<file path="config.mk">
export PLATFORM = sky130hd
export DESIGN_NAME = sram_burst_master_flat
export DESIGN_NICKNAME = d
export VERILOG_FILES = /design/src/rtl/sram_burst_master_pkg.sv /design/src/rtl/sram_burst_master_if.sv /design/src/rtl/sram_burst_master.sv /design/src/flat_wrapper.sv
export SDC_FILE = /design/constraint.sdc
export NUM_CORES = 1
export LEC_CHECK = 0
export ABC_AREA = 1
export BUFFER_PORTS_ARGS = -buffer_cell sky130_fd_sc_hd__buf_2
export CAP_MARGIN = 25
export CORE_AREA = 2 2 112 114
export CTS_BUF_LIST = sky130_fd_sc_hd__clkbuf_4 sky130_fd_sc_hd__clkbuf_8
export DETAILED_ROUTE_END_ITERATION = 7
export DIE_AREA = 0 0 114 116
export PLACE_DENSITY_LB_ADDON = 0.1
export RECOVER_POWER = 100
export REMOVE_ABC_BUFFERS = 1
export SKIP_CTS_REPAIR_TIMING = 1
export SYNTH_ARGS = -nofsm -noshare
export SYNTH_HDL_FRONTEND = slang
export SYNTH_SLANG_ARGS = --single-unit
</file>
<file path="constraint.sdc">
create_clock -name clk -period 2.7 [get_ports clk]
set_input_delay 0 -clock clk [delete_from_list [all_inputs] [get_ports clk]]
set_output_delay 0 -clock clk [all_outputs]
set_load 0.005 [all_outputs]
</file>
<file path="src/rtl/sram_burst_master_pkg.sv">
// Shared definitions for the SRAM line burst master and its callers:
// default geometry and the controller state encoding.
package sram_burst_master_pkg;

  localparam int DEF_DATA_WIDTH = 64;
  localparam int DEF_DATA_DEPTH = 1024;
  localparam int DEF_BURST_LEN  = 8;

  typedef enum logic [1:0] {
    ST_IDLE  = 2'd0,
    ST_WRITE = 2'd1,
    ST_READ  = 2'd2
  } state_t;

endpackage

</file>
<file path="src/rtl/sram_burst_master_if.sv">
// Line-request, write/read beat streams and single-port SRAM pins of the burst master.
// The master modport is the burst master's view; slave is the surrounding logic's view.
interface sram_burst_master_if #(
  parameter int DATA_WIDTH = 64,
  parameter int ADDR_WIDTH = 10
);

  logic                  req_valid;
  logic                  req_ready;
  logic                  req_write;
  logic [ADDR_WIDTH-1:0] req_addr;

  logic                  wdata_valid;
  logic                  wdata_ready;
  logic [DATA_WIDTH-1:0] wdata;

  logic                  rdata_valid;
  logic                  rdata_ready;
  logic [DATA_WIDTH-1:0] rdata;
  logic                  rdata_last;

  logic                  wr_done;

  logic [ADDR_WIDTH-1:0] sram_addr;
  logic                  sram_ce;
  logic                  sram_we;
  logic [DATA_WIDTH-1:0] sram_dataw;
  logic [DATA_WIDTH-1:0] sram_datar;

  modport master (
    input  req_valid, req_write, req_addr,
    output req_ready,
    input  wdata_valid, wdata,
    output wdata_ready,
    output rdata_valid, rdata, rdata_last,
    input  rdata_ready,
    output wr_done,
    output sram_addr, sram_ce, sram_we, sram_dataw,
    input  sram_datar
  );

  modport slave (
    output req_valid, req_write, req_addr,
    input  req_ready,
    output wdata_valid, wdata,
    input  wdata_ready,
    input  rdata_valid, rdata, rdata_last,
    output rdata_ready,
    input  wr_done,
    input  sram_addr, sram_ce, sram_we, sram_dataw,
    output sram_datar
  );

endinterface

</file>
<file path="src/rtl/sram_burst_master.sv">
// Splits line requests into BURST_LEN single-beat SRAM accesses; writes land the cycle they handshake,
// read beats are registered once (first beat one cycle after entering READ) and stall under rdata_ready.
module sram_burst_master
  import sram_burst_master_pkg::*;
#(
  parameter int DATA_WIDTH = DEF_DATA_WIDTH,
  parameter int DATA_DEPTH = DEF_DATA_DEPTH,
  parameter int BURST_LEN  = DEF_BURST_LEN
) (
  input  logic                clk,
  input  logic                rst,
  sram_burst_master_if.master bus
);

  localparam int ADDR_WIDTH = $clog2(DATA_DEPTH);
  localparam int CNT_WIDTH  = $clog2(BURST_LEN);

  localparam logic [CNT_WIDTH:0]    LAST_BEAT  = (CNT_WIDTH+1)'(BURST_LEN - 1);
  localparam logic [CNT_WIDTH:0]    ALL_BEATS  = (CNT_WIDTH+1)'(BURST_LEN);
  localparam logic [CNT_WIDTH:0]    CNT_ONE    = (CNT_WIDTH+1)'(1);
  localparam logic [ADDR_WIDTH-1:0] ALIGN_MASK = ~(ADDR_WIDTH'(BURST_LEN - 1));

  state_t                state_q;
  state_t                state_d;

  // One extra bit so READ can tell "all beats issued" apart from beat 0.
  logic [CNT_WIDTH:0]    cnt_q;
  logic [ADDR_WIDTH-1:0] base_q;

  logic [DATA_WIDTH-1:0] rdata_q;
  logic                  rdata_valid_q;
  logic                  rdata_last_q;
  logic                  wr_done_q;

  logic                  req_ready;
  logic                  wdata_ready;
  logic                  rd_issue;
  logic                  req_fire;
  logic                  wr_beat;
  logic                  wr_last;
  logic                  rd_done;

  // State register
  always_ff @(posedge clk) begin
    if (rst) begin
      state_q <= ST_IDLE;
    end else begin
      state_q <= state_d;
    end
  end

  // Next-state logic
  always_comb begin
    state_d = state_q;
    case (state_q)
      ST_IDLE: begin
        if (req_fire) begin
          state_d = bus.req_write ? ST_WRITE : ST_READ;
        end
      end
      ST_WRITE: begin
        if (wr_last) begin
          state_d = ST_IDLE;
        end
      end
      ST_READ: begin
        if (rd_done) begin
          state_d = ST_IDLE;
        end
      end
      default: state_d = ST_IDLE;
    endcase
  end

  // Output logic; everything is held quiet while rst is high so an aborted burst touches nothing more.
  always_comb begin
    req_ready   = 1'b0;
    wdata_ready = 1'b0;
    rd_issue    = 1'b0;
    if (!rst) begin
      case (state_q)
        ST_IDLE:  req_ready   = 1'b1;
        ST_WRITE: wdata_ready = 1'b1;
        ST_READ:  rd_issue    = (cnt_q < ALL_BEATS) && (!rdata_valid_q || bus.rdata_ready);
        default:  ;
      endcase
    end
  end

  assign req_fire = req_ready && bus.req_valid;
  assign wr_beat  = wdata_ready && bus.wdata_valid;
  assign wr_last  = wr_beat && (cnt_q == LAST_BEAT);
  assign rd_done  = (state_q == ST_READ) && rdata_valid_q && bus.rdata_ready && rdata_last_q;

  always_ff @(posedge clk) begin
    if (rst) begin
      cnt_q         <= '0;
      rdata_valid_q <= 1'b0;
      rdata_last_q  <= 1'b0;
      wr_done_q     <= 1'b0;
    end else begin
      wr_done_q <= wr_last;

      if (req_fire) begin
        cnt_q <= '0;
      end else if (wr_beat || rd_issue) begin
        cnt_q <= cnt_q + CNT_ONE;
      end

      if (rd_issue) begin
        rdata_valid_q <= 1'b1;
        rdata_last_q  <= (cnt_q == LAST_BEAT);
      end else if (bus.rdata_ready) begin
        rdata_valid_q <= 1'b0;
      end
    end
  end

  // Datapath registers carry no reset: base is reloaded on every request, rdata is qualified by valid.
  always_ff @(posedge clk) begin
    if (req_fire) begin
      base_q <= bus.req_addr & ALIGN_MASK;
    end
    if (rd_issue) begin
      rdata_q <= bus.sram_datar;
    end
  end

  assign bus.req_ready   = req_ready;
  assign bus.wdata_ready = wdata_ready;
  assign bus.rdata_valid = rdata_valid_q;
  assign bus.rdata       = rdata_q;
  assign bus.rdata_last  = rdata_last_q;
  assign bus.wr_done     = wr_done_q;

  // Beat index is OR'ed into the aligned base, so a burst can never carry into the next line.
  assign bus.sram_addr   = base_q | {{(ADDR_WIDTH-CNT_WIDTH){1'b0}}, cnt_q[CNT_WIDTH-1:0]};
  assign bus.sram_ce     = wr_beat || rd_issue;
  assign bus.sram_we     = wr_beat;
  assign bus.sram_dataw  = bus.wdata;

endmodule

</file>
<file path="src/flat_wrapper.sv">
// flat-port wrapper written by rule: the top's interface ports become plain ports
module sram_burst_master_flat import sram_burst_master_pkg::*;
#(
  parameter int DATA_WIDTH = DEF_DATA_WIDTH,
  parameter int DATA_DEPTH = DEF_DATA_DEPTH,
  parameter int BURST_LEN  = DEF_BURST_LEN
)
  (clk, rst, bus_req_valid, bus_req_write, bus_req_addr, bus_req_ready, bus_wdata_valid, bus_wdata, bus_wdata_ready, bus_rdata_valid, bus_rdata, bus_rdata_last, bus_rdata_ready, bus_wr_done, bus_sram_addr, bus_sram_ce, bus_sram_we, bus_sram_dataw, bus_sram_datar);
  sram_burst_master_if #(.DATA_WIDTH(DATA_WIDTH), .ADDR_WIDTH((10))) bus_i ();
  input  logic clk;
  input  logic rst;
  input wire logic [$bits(bus_i.req_valid)-1:0] bus_req_valid;
  input wire logic [$bits(bus_i.req_write)-1:0] bus_req_write;
  input wire logic [$bits(bus_i.req_addr)-1:0] bus_req_addr;
  output wire logic [$bits(bus_i.req_ready)-1:0] bus_req_ready;
  input wire logic [$bits(bus_i.wdata_valid)-1:0] bus_wdata_valid;
  input wire logic [$bits(bus_i.wdata)-1:0] bus_wdata;
  output wire logic [$bits(bus_i.wdata_ready)-1:0] bus_wdata_ready;
  output wire logic [$bits(bus_i.rdata_valid)-1:0] bus_rdata_valid;
  output wire logic [$bits(bus_i.rdata)-1:0] bus_rdata;
  output wire logic [$bits(bus_i.rdata_last)-1:0] bus_rdata_last;
  input wire logic [$bits(bus_i.rdata_ready)-1:0] bus_rdata_ready;
  output wire logic [$bits(bus_i.wr_done)-1:0] bus_wr_done;
  output wire logic [$bits(bus_i.sram_addr)-1:0] bus_sram_addr;
  output wire logic [$bits(bus_i.sram_ce)-1:0] bus_sram_ce;
  output wire logic [$bits(bus_i.sram_we)-1:0] bus_sram_we;
  output wire logic [$bits(bus_i.sram_dataw)-1:0] bus_sram_dataw;
  input wire logic [$bits(bus_i.sram_datar)-1:0] bus_sram_datar;
  assign bus_i.req_valid = bus_req_valid;
  assign bus_i.req_write = bus_req_write;
  assign bus_i.req_addr = bus_req_addr;
  assign bus_req_ready = bus_i.req_ready;
  assign bus_i.wdata_valid = bus_wdata_valid;
  assign bus_i.wdata = bus_wdata;
  assign bus_wdata_ready = bus_i.wdata_ready;
  assign bus_rdata_valid = bus_i.rdata_valid;
  assign bus_rdata = bus_i.rdata;
  assign bus_rdata_last = bus_i.rdata_last;
  assign bus_i.rdata_ready = bus_rdata_ready;
  assign bus_wr_done = bus_i.wr_done;
  assign bus_sram_addr = bus_i.sram_addr;
  assign bus_sram_ce = bus_i.sram_ce;
  assign bus_sram_we = bus_i.sram_we;
  assign bus_sram_dataw = bus_i.sram_dataw;
  assign bus_i.sram_datar = bus_sram_datar;
  sram_burst_master #(.DATA_WIDTH(DATA_WIDTH), .DATA_DEPTH(DATA_DEPTH), .BURST_LEN(BURST_LEN)) u_core (.clk(clk), .rst(rst), .bus(bus_i));
endmodule
</file>
# Yosys cells after proc, flatten, opt, wreduce, memory -nomap -nowiden
# Index checks and enable logic that the tools add are counted.
[classes]
addsub = 1
n_lt_le_gt_ge = 1
eq_ne = 6
muxes = 13
bitwise_logic = 1
n_reduce_logical = 14
[ops]
columns = ["op", "n"]
rows = [
  ["10-bit by 3-bit bitwise OR with 10-bit output", 1],
  ["1-bit two-way mux", 8],
  ["2-bit two-way mux", 4],
  ["1-bit logical AND", 7],
  ["2-bit by 1-bit != test with 1-bit output, second input constant", 3],
  ["2-bit one-hot mux with 3 select lines", 1],
  ["4-bit by 1-bit adder with 4-bit output, second input constant", 1],
  ["4-bit by 3-bit == test with 1-bit output, second input constant", 1],
  ["4-bit less-than comparator, second input constant", 1],
  ["3-bit AND reduction", 1],
  ["2-bit by 1-bit == test with 1-bit output, second input constant", 1],
  ["2-bit == test, second input constant", 1],
  ["2-bit zero test", 1],
  ["1-bit logical OR", 2],
  ["2-bit nonzero test", 1],
  ["2-bit OR reduction", 1],
  ["1-bit zero test", 1],
]
[word_totals]
reg_bits = 80
inputBits = 144
output_inout_bits = 145
word_cells = 43

# Depth between registers and ports, before layout
[depth]
depth_word = 7
ltp_mapped = 6
ltp_nobuf = 6

# Worst setup path before layout
# OpenSTA, ideal clock, no wires.
[synth_timing]
path_kind = "reg2reg"
startpoint = "reg u_core.state_q[1]"
endpoint = "reg u_core.rdata_q[0], in the netlist u_core.bus.rdata[0], enable pin"
setup_time_ns = 0.418
arrival_time_ns = 1.911
required_time_ns = 2.282
slack_ns = 0.371
path_stages_with_launch = 5
path_buffers = 0
period_less_slack_ns = 2.329
cell_sequence = "dfxtp_1 -> inv_1 -> nor2_4 -> nand3_4 -> inv_1"
[synth_between]
elab_chain_cells = 3
[synth_lines]
columns = ["item", "line_no", "text"]
rows = [
  ["from (decl)", "sram_burst_master.sv:23", "state_t state_q;"],
  ["from (signal assigned)", "sram_burst_master.sv:48", "state_q <= state_d;"],
  ["2-bit == test", "sram_burst_master.sv:81", "case (state_q)"],
  ["1-bit two-way mux", "sram_burst_master.sv:81", ""],
  ["1-bit two-way mux", "sram_burst_master.sv:80", "if (!rst) begin"],
  ["named net u_core.rd_issue", "sram_burst_master.sv:37", "logic rd_issue;"],
  ["to (signal assigned)", "sram_burst_master.sv:125", "rdata_q <= bus.sram_datar;"],
  ["to (decl)", "sram_burst_master.sv:30", "logic [DATA_WIDTH-1:0] rdata_q;"],
]
# The timed path passes the listed nets, and every way through them passes these cells.
# A chain may end at the register's enable or synchronous reset.

# Worst setup path in the final report
[layout_timing]
startpoint = "reg u_core.state_q[1]"
endpoint = "reg u_core.rdata_q[32], in the netlist u_core.bus.rdata[32], enable pin"
# The elaborated chain is that of the path after synthesis.

==> out/results.md <==
* **Synth Instances** 205
* **overall fraction of global-route tracks in use** 0.197
* **setup TNS after final layout** 0 ns
* **root buffer selected by CTS** clkbuf_8
* **Iter 0 DRT Violations** 148
* **global-route wire length before repair** 16.7 mm
* **x dimension of the die** 114 um
* **total of endpoints with negative setup slack in the final report** 0
* **Netlist cell types** 21
* **Required @ worst endpoint** 2.75 ns
* **average size of a mapped cell** 15.3 um2
* **Initial Utilization** 0.264
* **estimated wirelength of the detail-placed design** 11.2 mm
* **worst slack at placement** 0.812 ns
* **via count** 2273
* **Worst Tran Pin Value** 0.512 ns
* **area grow syn2layout** 42.6%
* **maximum VDD drop** 0.240 mV
* **Routed Antenna Nets** 0
* **share of synthesized area occupied by flip-flops and latches** 0.736
* **max-slew violation count** 0
* **Critical Path End Type** flip-flop
* **via count of the first global-routing pass** 1981
* **global placement routability congestion** 0.827
* **highest achievable clock rate** 509 MHz
* **total power density per cell area** 593 nW/um2
* **post-synthesis mux area share** 0
* **clock buffers created by TritonCTS** 9
* **adder-cell share of the synthesized area** 0.00398
* **count of filler cells inserted in the layout** 1187
* **number of antenna violations at the first check in global routing** 0
* **port buffer count** 157
* **critical path fanouts, max** 21
* **die outline area** 13200 um2
* **maximum root-to-sink buffer count** 2
* **sinks on the clock net** 80
* **drc violations** 0
* **level count of the clock H-tree** 3
* **main combinational cell family by area after synthesis** buffers and inverters
* **area post-placement** 3630 um2
* **post-route cell area** 4480 um2
* **clock latency of the later-clocked register in the worst-skew pair** 0.37 ns
* **clock transition at the registers of the reported paths** 0.08 ns
* **proportion of layout cells with a drive suffix above 1** 0.326
* **worst rel slew slack** 0.658
* **final hold violations** 1
* **worst hold margin** -0.0437 ns
* **Pwr Total** 0.00265 W
* **minimum clock period** 1.96 ns
* **antenna cells** 0
* **number of top-level design ports** 289
* **count of state elements after synthesis** 80
* **Critical Path Start Type** flip-flop
* **Synth Area in Compound Gates** 0.0171
* **count of standard-cell rows** 40
* **pin count of the biggest net entering global routing** 26
* **Layout Skew** 0.0130 ns
* **Final Routed Wirelength** 13.9 mm
* **cell leakage power** 1.78 nW
* **arrival time of the worst setup path** 2.02 ns
* **remaining global-route overflow** 0
* **area of the core** 11900 um2
* **type of the most critical hold path** input pin to flip-flop
* **critical path start-end classification** flip-flop to flip-flop
* **RSZ-0062 raised after global routing** no
* **share of the synthesized netlist area taken by xor and xnor gates** 0.00279
* **Pre-antenna DRT Iters** 4
* **max-cap violations** 0
* **average wire length per cell after detail routing** 26.0 um
* **number of warning messages in the yosys log** 0
* **final critical-path share of the clock period** 0.728
* **violations in the final reports** hold timing
* **clock tree from TritonCTS** built
* **chip height** 116 um
* **per-cell via count in the routed design** 4.26
* **Synth Cell Area** 3140 um2
* **number of nets at the end of the flow** 527
* **run status** finished, violations left
* **slack of the critical path** 0.735 ns
* **Simple-Gate Fraction of Synth Area** 0.0629
## per-stage QoR
step           std cells   util
2_1_floorplan        137      -
3_3_place_gp         444  0.305
3_5_place_dp         444  0.305
4_1_cts              460  0.323
5_1_grt              534  0.376
6_report             534  0.376
## synthesized netlist by cell type (all sizes together)
| cell type | instances | area share |
|---|---|---|
| a21oi | 6 | 0.0096 |
| buf | 68 | 0.16 |
| clkinv | 1 | 0.0016 |
| dfxtp | 9 | 0.057 |
| edfxtp | 71 | 0.68 |
| ha | 1 | 0.0040 |
| inv | 10 | 0.012 |
| nand2 | 13 | 0.018 |
| nand3 | 11 | 0.022 |
| nand4 | 2 | 0.0088 |
| nor2 | 7 | 0.013 |
| nor3 | 1 | 0.0016 |
| o21ai | 4 | 0.0076 |
| xor2 | 1 | 0.0028 |
## state kept, by name, summed over array words and instances (netlist names)
| register | flops |
|---|---|
| u_core.bus.rdata | 64 |
| u_core.base_q | 7 |
| u_core.cnt_q | 4 |
| u_core.state_q | 2 |
| u_core.bus.rdata_last | 1 |
| u_core.bus.rdata_valid | 1 |
| u_core.bus.wr_done | 1 |
## critical path, cell delays in order, from the launching register on
cell and delay [ns]:
dfxtp_1 0.34, inv_1 0.09, nor2_4 0.09, nand3_1 0.25, inv_2 0.50, buf_4 0.37
## layout make-up
type | count | area, um2 | area share
repair buffers | 234 | 1490 | 0.333
inverters | 11 | 42.5 | 0.00950
well taps | 147 | 184 | 0.0411
clock inverters | 7 | 86.3 | 0.0193
clock buffers | 9 | 124 | 0.0277
flip-flops and latches | 80 | 2310 | 0.516
multi-input cells | 46 | 238 | 0.0531
## worst paths after layout
check	startpoint	endpoint	slack (ns)	depth (start not counted)
setup / recovery	u_core.state_q[1]	u_core.bus.rdata[32]	0.74	5
hold / removal	bus_rdata_ready	u_core.bus.rdata_valid	-0.04	4
setup reg to reg	u_core.state_q[1]	u_core.bus.rdata[32]	0.74	5
hold reg to reg	u_core.bus.rdata_last	u_core.bus.rdata_last	0.53	2
## cell families after synthesis
family | Yosys count
adders and majority gates | 1
DFF | 80
xor gates and xnor gates | 1
and+or+nand+nor | 34
buffers and inverters | 79
AOI/OAI and AO/OA | 10
## placed cells by master, fill, tap and decap left out, types with 3 or more instances in the layout
cell type      count
dfxtp_1            9
o21ai_0            3
inv_1              9
buf_2            104
a21oi_1            6
nand2_1           13
clkbuf_8           9
dlygate4sd3_1     74
edfxtp_1          71
clkbuf_1          52
nand3_1           11
clkinv_2           3
nor2_1             5
## power by group
group	total, W	leakage [nW]	switching, W	internal, W
clock	0.000963	0.108	0.000450	0.000513
sequential	0.00143	0.718	0.0000157	0.00141
combinational	0.000266	0.951	0.000119	0.000148
## per-layer routing
metal / vias to the layer above / GRT usage / wire length, um
met5: - / 0.122 / 138
met4: 4 / 0.0813 / 335
met3: 31 / 0.236 / 3260
met2: 261 / 0.307 / 6450
met1: 979 / 0.134 / 3730
li1: 998 / - / -
(Power assumes the default switching activity.)
